`src/rtl/counter_run_control.sv`:
```
// Run/pause/step/clear sequencer: debounced keys drive a STOPPED/RUNNING FSM, a tick prescaler and a 4-bit digit.
// Latency: key held from edge E reaches the outputs after E+4+DEBOUNCE_CYCLES; no backpressure, outputs are free-running registers.

module counter_run_control_key #(
    parameter int DEBOUNCE_CYCLES = 1000000
) (
    input  logic clock,
    input  logic reset_n,
    input  logic key_n,
    output logic press
);

    localparam int CW = $clog2(DEBOUNCE_CYCLES + 1);
    localparam logic [CW-1:0] CNT_LAST = CW'(DEBOUNCE_CYCLES);

    logic          sync1_q;
    logic          sync2_q;
    logic          level_q;
    logic          level_d;
    logic          level_dly_q;
    logic [CW-1:0] cnt_q;
    logic [CW-1:0] cnt_d;
    logic          press_q;
    logic          press_d;

    always_ff @(posedge clock or negedge reset_n) begin
        if (!reset_n) begin
            sync1_q <= 1'b1;
            sync2_q <= 1'b1;
        end else begin
            sync1_q <= key_n;
            sync2_q <= sync1_q;
        end
    end

    // The counter only survives while the synchronized level keeps disagreeing.
    always_comb begin
        level_d = level_q;
        cnt_d   = cnt_q;
        if (sync2_q == level_q) begin
            cnt_d = '0;
        end else if (cnt_q == CNT_LAST) begin
            level_d = sync2_q;
            cnt_d   = '0;
        end else begin
            cnt_d = cnt_q + CW'(1);
        end
    end

    always_comb begin
        press_d = level_dly_q & ~level_q;
    end

    always_ff @(posedge clock or negedge reset_n) begin
        if (!reset_n) begin
            level_q     <= 1'b1;
            level_dly_q <= 1'b1;
            cnt_q       <= '0;
            press_q     <= 1'b0;
        end else begin
            level_q     <= level_d;
            level_dly_q <= level_q;
            cnt_q       <= cnt_d;
            press_q     <= press_d;
        end
    end

    assign press = press_q;

endmodule

module counter_run_control #(
    parameter int DEBOUNCE_CYCLES = 1000000,
    parameter int TICK_CYCLES     = 50000000
) (
    input  logic       clock,
    input  logic       reset_n,
    input  logic       key_run_n,
    input  logic       key_step_n,
    input  logic       key_clear_n,
    output logic       count_enable,
    output logic       count_clear,
    output logic       running,
    output logic [3:0] number
);

    localparam int PW = $clog2(TICK_CYCLES);
    localparam logic [PW-1:0] PRESC_LAST = PW'(TICK_CYCLES - 1);

    typedef enum logic {
        STOPPED = 1'b0,
        RUNNING = 1'b1
    } state_e;

    state_e        state_q;
    state_e        state_d;
    logic          run_evt;
    logic          step_evt;
    logic          clear_evt;
    logic          run_active;
    logic          tick;
    logic          advance;
    logic [PW-1:0] presc_q;
    logic [PW-1:0] presc_d;
    logic [3:0]    number_q;
    logic [3:0]    number_d;
    logic          cnt_en_q;
    logic          cnt_en_d;
    logic          cnt_clr_q;
    logic          cnt_clr_d;

    counter_run_control_key #(.DEBOUNCE_CYCLES(DEBOUNCE_CYCLES)) u_key_run (
        .clock   (clock),
        .reset_n (reset_n),
        .key_n   (key_run_n),
        .press   (run_evt)
    );

    counter_run_control_key #(.DEBOUNCE_CYCLES(DEBOUNCE_CYCLES)) u_key_step (
        .clock   (clock),
        .reset_n (reset_n),
        .key_n   (key_step_n),
        .press   (step_evt)
    );

    counter_run_control_key #(.DEBOUNCE_CYCLES(DEBOUNCE_CYCLES)) u_key_clear (
        .clock   (clock),
        .reset_n (reset_n),
        .key_n   (key_clear_n),
        .press   (clear_evt)
    );

    always_ff @(posedge clock or negedge reset_n) begin
        if (!reset_n) begin
            state_q <= STOPPED;
        end else begin
            state_q <= state_d;
        end
    end

    always_comb begin
        state_d = state_q;
        if (run_evt) begin
            state_d = (state_q == STOPPED) ? RUNNING : STOPPED;
        end
    end

    // Tick and step decisions use the state before the edge, so run+step/tick both land.
    always_comb begin
        run_active = (state_q == RUNNING);
        tick       = run_active && (presc_q == PRESC_LAST);
        advance    = tick || (step_evt && !run_active);
    end

    always_comb begin
        number_d  = number_q;
        cnt_en_d  = 1'b0;
        cnt_clr_d = 1'b0;
        if (clear_evt) begin
            number_d  = 4'd0;
            cnt_clr_d = 1'b1;
        end else if (advance) begin
            number_d = number_q + 4'd1;
            cnt_en_d = 1'b1;
        end
    end

    always_comb begin
        presc_d = presc_q + PW'(1);
        if (clear_evt || tick || !run_active || (state_d != RUNNING)) begin
            presc_d = '0;
        end
    end

    always_ff @(posedge clock or negedge reset_n) begin
        if (!reset_n) begin
            presc_q   <= '0;
            number_q  <= 4'd0;
            cnt_en_q  <= 1'b0;
            cnt_clr_q <= 1'b0;
        end else begin
            presc_q   <= presc_d;
            number_q  <= number_d;
            cnt_en_q  <= cnt_en_d;
            cnt_clr_q <= cnt_clr_d;
        end
    end

    assign count_enable = cnt_en_q;
    assign count_clear  = cnt_clr_q;
    assign running      = (state_q == RUNNING);
    assign number       = number_q;

endmodule

```
`config.mk`:
```
export PLATFORM = sky130hd
export DESIGN_NAME = counter_run_control
export DESIGN_NICKNAME = d
export VERILOG_FILES = /design/src/rtl/counter_run_control.sv
export SDC_FILE = /design/constraint.sdc
export NUM_CORES = 1
export LEC_CHECK = 0
export ABC_CLOCK_PERIOD_IN_PS = 2000
export BUFFER_PORTS_ARGS = -buffer_cell sky130_fd_sc_hd__buf_2
export CAP_MARGIN = 20
export CORE_UTILIZATION = 30
export CTS_BUF_LIST = sky130_fd_sc_hd__clkbuf_16
export DETAILED_ROUTE_END_ITERATION = 6
export SYNTH_ARGS = -nofsm -noshare
export SYNTH_HDL_FRONTEND = slang
export SYNTH_SLANG_ARGS = --single-unit
```
`constraint.sdc`:
```
create_clock -name clock -period 2 [get_ports clock]
set_clock_uncertainty 0.05 [all_clocks]
set_input_delay 0.3 -clock clock [delete_from_list [all_inputs] [get_ports clock]]
set_output_delay 0.3 -clock clock [all_outputs]
set_load 0.05 [all_outputs]
```
* Word level (Yosys, flattened, before mapping)
Cells that the tools add are included.
** Word-level totals
- Register bits :: 108
- Input bits :: 5
- Word-level logic and storage cells :: 70
** Operators by class
- $add $sub $neg :: 5
- Equality and inequality tests :: 7
- Muxes and demuxes :: 14
- Bitwise operators :: 10
- Reductions and logical operators :: 11
** Operators with widths (number)
- two-way mux 20 bit :: 6
- adder 20 x 1 -> 20 bit, second input constant :: 3
- == test 20 bit, second input constant :: 3
- adder 26 x 1 -> 26 bit, second input constant :: 1
- == test 26 bit, second input constant :: 1
- two-way mux 26 bit :: 1
- two-way mux 4 bit :: 2
- NOT 1 bit :: 7
- AND reduction 2 bit :: 3
- two-way mux 1 bit :: 5
- adder 4 x 1 -> 4 bit, second input constant :: 1
- logical OR 1 bit :: 4
- AND 1 bit :: 3
- == test 1 bit :: 3
- logical AND 1 bit :: 2
- nonzero test 2 bit :: 1
- zero test 1 bit :: 1

* Longest topological paths before layout
- Depth after elaboration :: 6
- Gate-level depth with buffers :: 7
- Gate-level depth less buffers :: 6

* Hierarchy
Synthesis repeated with hierarchy kept, for this count alone.
** Unflattened totals
- Cells, all modules :: 507
- Area total of the unflattened synthesis :: 5335.1 sq um
** Modules (own cells, without submodules)
- counter_run_control_key :: times used 3, cells each 108, area each 1187.4 sq um, seq. area each 630.6 sq um
- counter_run_control :: times used 1, cells each 183, area each 1773.0 sq um, seq. area each 825.8 sq um

* Least setup slack after synthesis
Ideal clock, no wire load.
- Kind :: reg2reg
- Start point :: reg u_key_step.cnt_q[0]
- End point :: reg u_key_step.level_q
- Library setup time :: 85 ps
- Arrival :: 1872 ps
- Data required time :: 1865 ps
- Slack :: -6 ps
- Stages on the path, launching flop included :: 7
- Buffers on the path :: 0
- Cell sequence :: dfrtp_1 > inv_1 > ha_1 > or4bb_1 > or4_1 > nor2_1 > mux2_1
** Between the ends
- Longest elaborated chain between the ends :: 2
** RTL lines
- start: declaration :: line 21 : logic [CW-1:0] cnt_q;
- start signal: assignment :: line 63 : cnt_q <= cnt_d;
- == test 20 bit :: line 42 : end else if (cnt_q == CNT_LAST) begin
- AND reduction 2 bit (no line)
- end signal: assignment :: line 61 : level_q <= level_d;
- end: declaration :: line 18 : logic level_q;
Every way passes these cells.
A chain may end at the register's enable or synchronous reset.

* Worst setup path in the final report
- Start point :: reg u_key_step.cnt_q[11]
- End point :: reg u_key_step.cnt_q[17]
** Between the ends
- Longest elaborated chain between the ends :: 3
- Elaborated cells between the ends (all ways) :: 4
** RTL lines
- adder 20 x 1 -> 20 bit or == test 20 bit (tied branches) :: line 46, 42
- two-way mux 20 bit * :: line 42
- two-way mux 20 bit * :: line 40 : if (sync2_q == level_q) begin
- named net u_key_step.cnt_d[17] :: line 22 : logic [CW-1:0] cnt_d;
Mark *: on every way through the listed nets, which the timed path passes. The rest lies on a longest branch.

==> impl_metrics.ini <==
[synthesis]
ys.flop_type = dfrtp_1
synth.distinct_cells = 44
synth_top_cells_by_count = dfrtp_1 (96), nor2_1 (75), xnor2_1 (42), nand3_1 (34), inv_1 (27)
syn_avg_cell_area_um2 = 9.90
synthesis.nets = 553
ys_seq_area_frac = 0.509
ys.warnings.count = 0
netlist_area_um2 = 5340
synth.top_cell.area_share = 0.450
synth_cells = 540
synth_edf_count = 0
async_flop_share = 1.00
synth_top_area_cell = dfrtp_1
yosysMostFrequentCell = dfrtp_1
ys_ff_latch = 108
synth_area_leaders = dfrtp_1 (45%), xnor2_1 (6.9%), dfstp_2 (5.9%)

[cts]
clock_latency_ns = 0.36
clock-sinks = 108
tritoncts = yes
max-clock-path-buffers = 2
numCtsBuffers = 9
path_clk_slew_ns = 0.07
cts_root_buffer = clkbuf_16
cts_max_level = 3

[worst_hold_path]
hp-class = flip-flop to flip-flop

[grt]
grt.total_usage = 0.134
antenna_found_initial = 0
grt_pass1_wl_mm = 19.6
grt_max_degree = 58
grt_pass1_vias = 4145
overflow = 0

[route]
vias_per_cell = 5.02
highest_layer = met4
ant_nets = 0
met1Wirelength_mm = 5.32
avgRoutedWirePerCell_um = 13.7
met2WireLength_mm = 5.70
first_pass_iters = 4
remaining_drc_errors = 0
vias = 4218
dr.first_iter.drc_count = 246
drt-total-wl_mm = 11.5
wl_met3_um = 225

[pwr]
sw_frac_of_total = 0.223
pwr-share-seq = 0.558
p_leak_uw = 0.00258
p_per_area_nw_per_um2 = 618
p_int_uw = 3100
clkPwrFrac = 0.401
combPwrFrac = 0.041
power.net_switching_uw = 890
power_uw = 3990
ir_drop_mv = 0.374

[floorplan]
io_pins = 12
die_w_um = 135
dieArea_um2 = 18400
design.core.area_um2 = 17400
die_h_um = 135
initial_core_util = 0.308
rows = 48

[layout]
multi_input_area_um2 = 2540
nFillCells = 1705
design_area_um2 = 6450
regArea_um2 = 2720
area_growth_pct = 20.7
fin_util = 0.372
n_antenna_cell = 0
layoutNonFillerInstCount = 840
nNetsFinal = 623
drive_gt1_frac = 0.198

[worst_setup_path]
critPathKind = flip-flop to flip-flop
startpoint_type = flip-flop
arrival_ns = 2.27
path_max_fanout = 8
crit_required_ns = 2.18
end_kind = flip-flop

[timing]
final-setup-viol-count = 21
rsz0062_at_grt = true
setup_slack_ns = -0.0916
fmax_ghz = 0.478
slew_headroom = 0.668
min_period_ns = 2.09
tightest_slew_ns = 0.493
fin_setup_tns_ns = -1.59
finalHoldViolations = 0
period_share = 1.05
slew_viol_final = 0

[placed_design]
placedCellCount = 814
hpwl_mm = 7.94
place_congestion = 0.790
post_dp_cell_area_um2 = 6020
io_buffers = 11

[run_status]
violations = negative setup slack
status = finished with violations

[job]
maxCapViolations = 0
## cell type report
| class | instances | area share |
|---|---|---|
| clock buffer | 9 | 0.0349 |
| clock inverter | 7 | 0.00524 |
| timing repair buffer | 72 | 0.0851 |
| sequential | 108 | 0.421 |
| multi-input combinational | 392 | 0.394 |
| inverter | 27 | 0.0157 |
| tap | 225 | 0.0436 |
## sequential cells by signal (all words and copies together), names as in the netlist, 4 cells and up
name / count
presc_q: 26
u_key_clear.cnt_q: 20
u_key_run.cnt_q: 20
u_key_step.cnt_q: 20
number: 4
## critical path, cell delays in order (launching register included)
cell and delay, ns:
dfrtp_1 0.38, or4b_4 0.54, or4_4 0.57, o21ai_4 0.21, buf_6 0.17, a21oi_2 0.04
## final timing paths
path,startpoint,to,slack (ns),cells after the start
hold / removal,u_key_run.sync1_q,u_key_run.sync2_q,0.31,0
min in group asynchronous,reset_n,presc_q[10],0.37,2
max in group asynchronous,reset_n,u_key_run.sync1_q,0.84,3
setup / recovery,u_key_step.cnt_q[11],u_key_step.cnt_q[17],-0.09,5
setup reg to reg,u_key_step.cnt_q[11],u_key_step.cnt_q[17],-0.09,5
hold reg to reg,u_key_run.sync1_q,u_key_run.sync2_q,0.31,0
## cells in the final DEF, fill, tap and decap left out, types with 16 or more instances in the layout
master,instances
xnor2_1,42
or4_1,16
nand4_1,17
nand2_1,24
nor2_1,70
dfrtp_1,95
nand3_1,34
inv_1,32
a21oi_1,22
buf_4,54
## repair_timing
action / CTS / global route
hold buffers: 4 / 0
setup buffers: 1 / 3
pin swaps: 2 / 4
hold endpoints to repair: 26 / 0
resized for setup: 17 / 8
cloned: 1 / 1
setup endpoints to repair: 23 / 31
## per-layer routing
layer / up-vias / global-route usage
met2: 43 / 0.224
li1: 2069 / -
met3: 14 / 0.0206
met5: - / 0
met1: 2092 / 0.167
met4: 0 / 0.0674
## power by group through the flow
stage / registers [uW] / clock network (uW) / logic, uW
2_1_floorplan: 2270 / 0 / 52.6
3_3_place_gp: 2270 / 0 / 142
3_5_place_dp: 2270 / 0 / 146
4_1_cts: 2230 / 1650 / 163
5_1_grt: 2230 / 1730 / 187
6_report: 2230 / 1600 / 164
## metrics by stage
step	hold WS, ns	worst slack [ns]
floorplan	-0.0456	0.00467
global placement	0.220	-0.0596
detailed placement	0.219	-0.0813
CTS	0.308	-0.0720
global route	0.309	-0.194
finish	0.307	-0.0916
## cell families (layout without fill, tap and decap cells)
kind of cell,Yosys count,in the layout,share of synthesized area
simple gates,262,263,0.273
flops,108,108,0.509
compound gates,59,59,0.0644
xor+xnor,57,57,0.0934
buf+inv,41,115,0.0318
fa+ha+maj,8,8,0.0187
mux,5,5,0.0103
(Power assumes the default switching activity.)
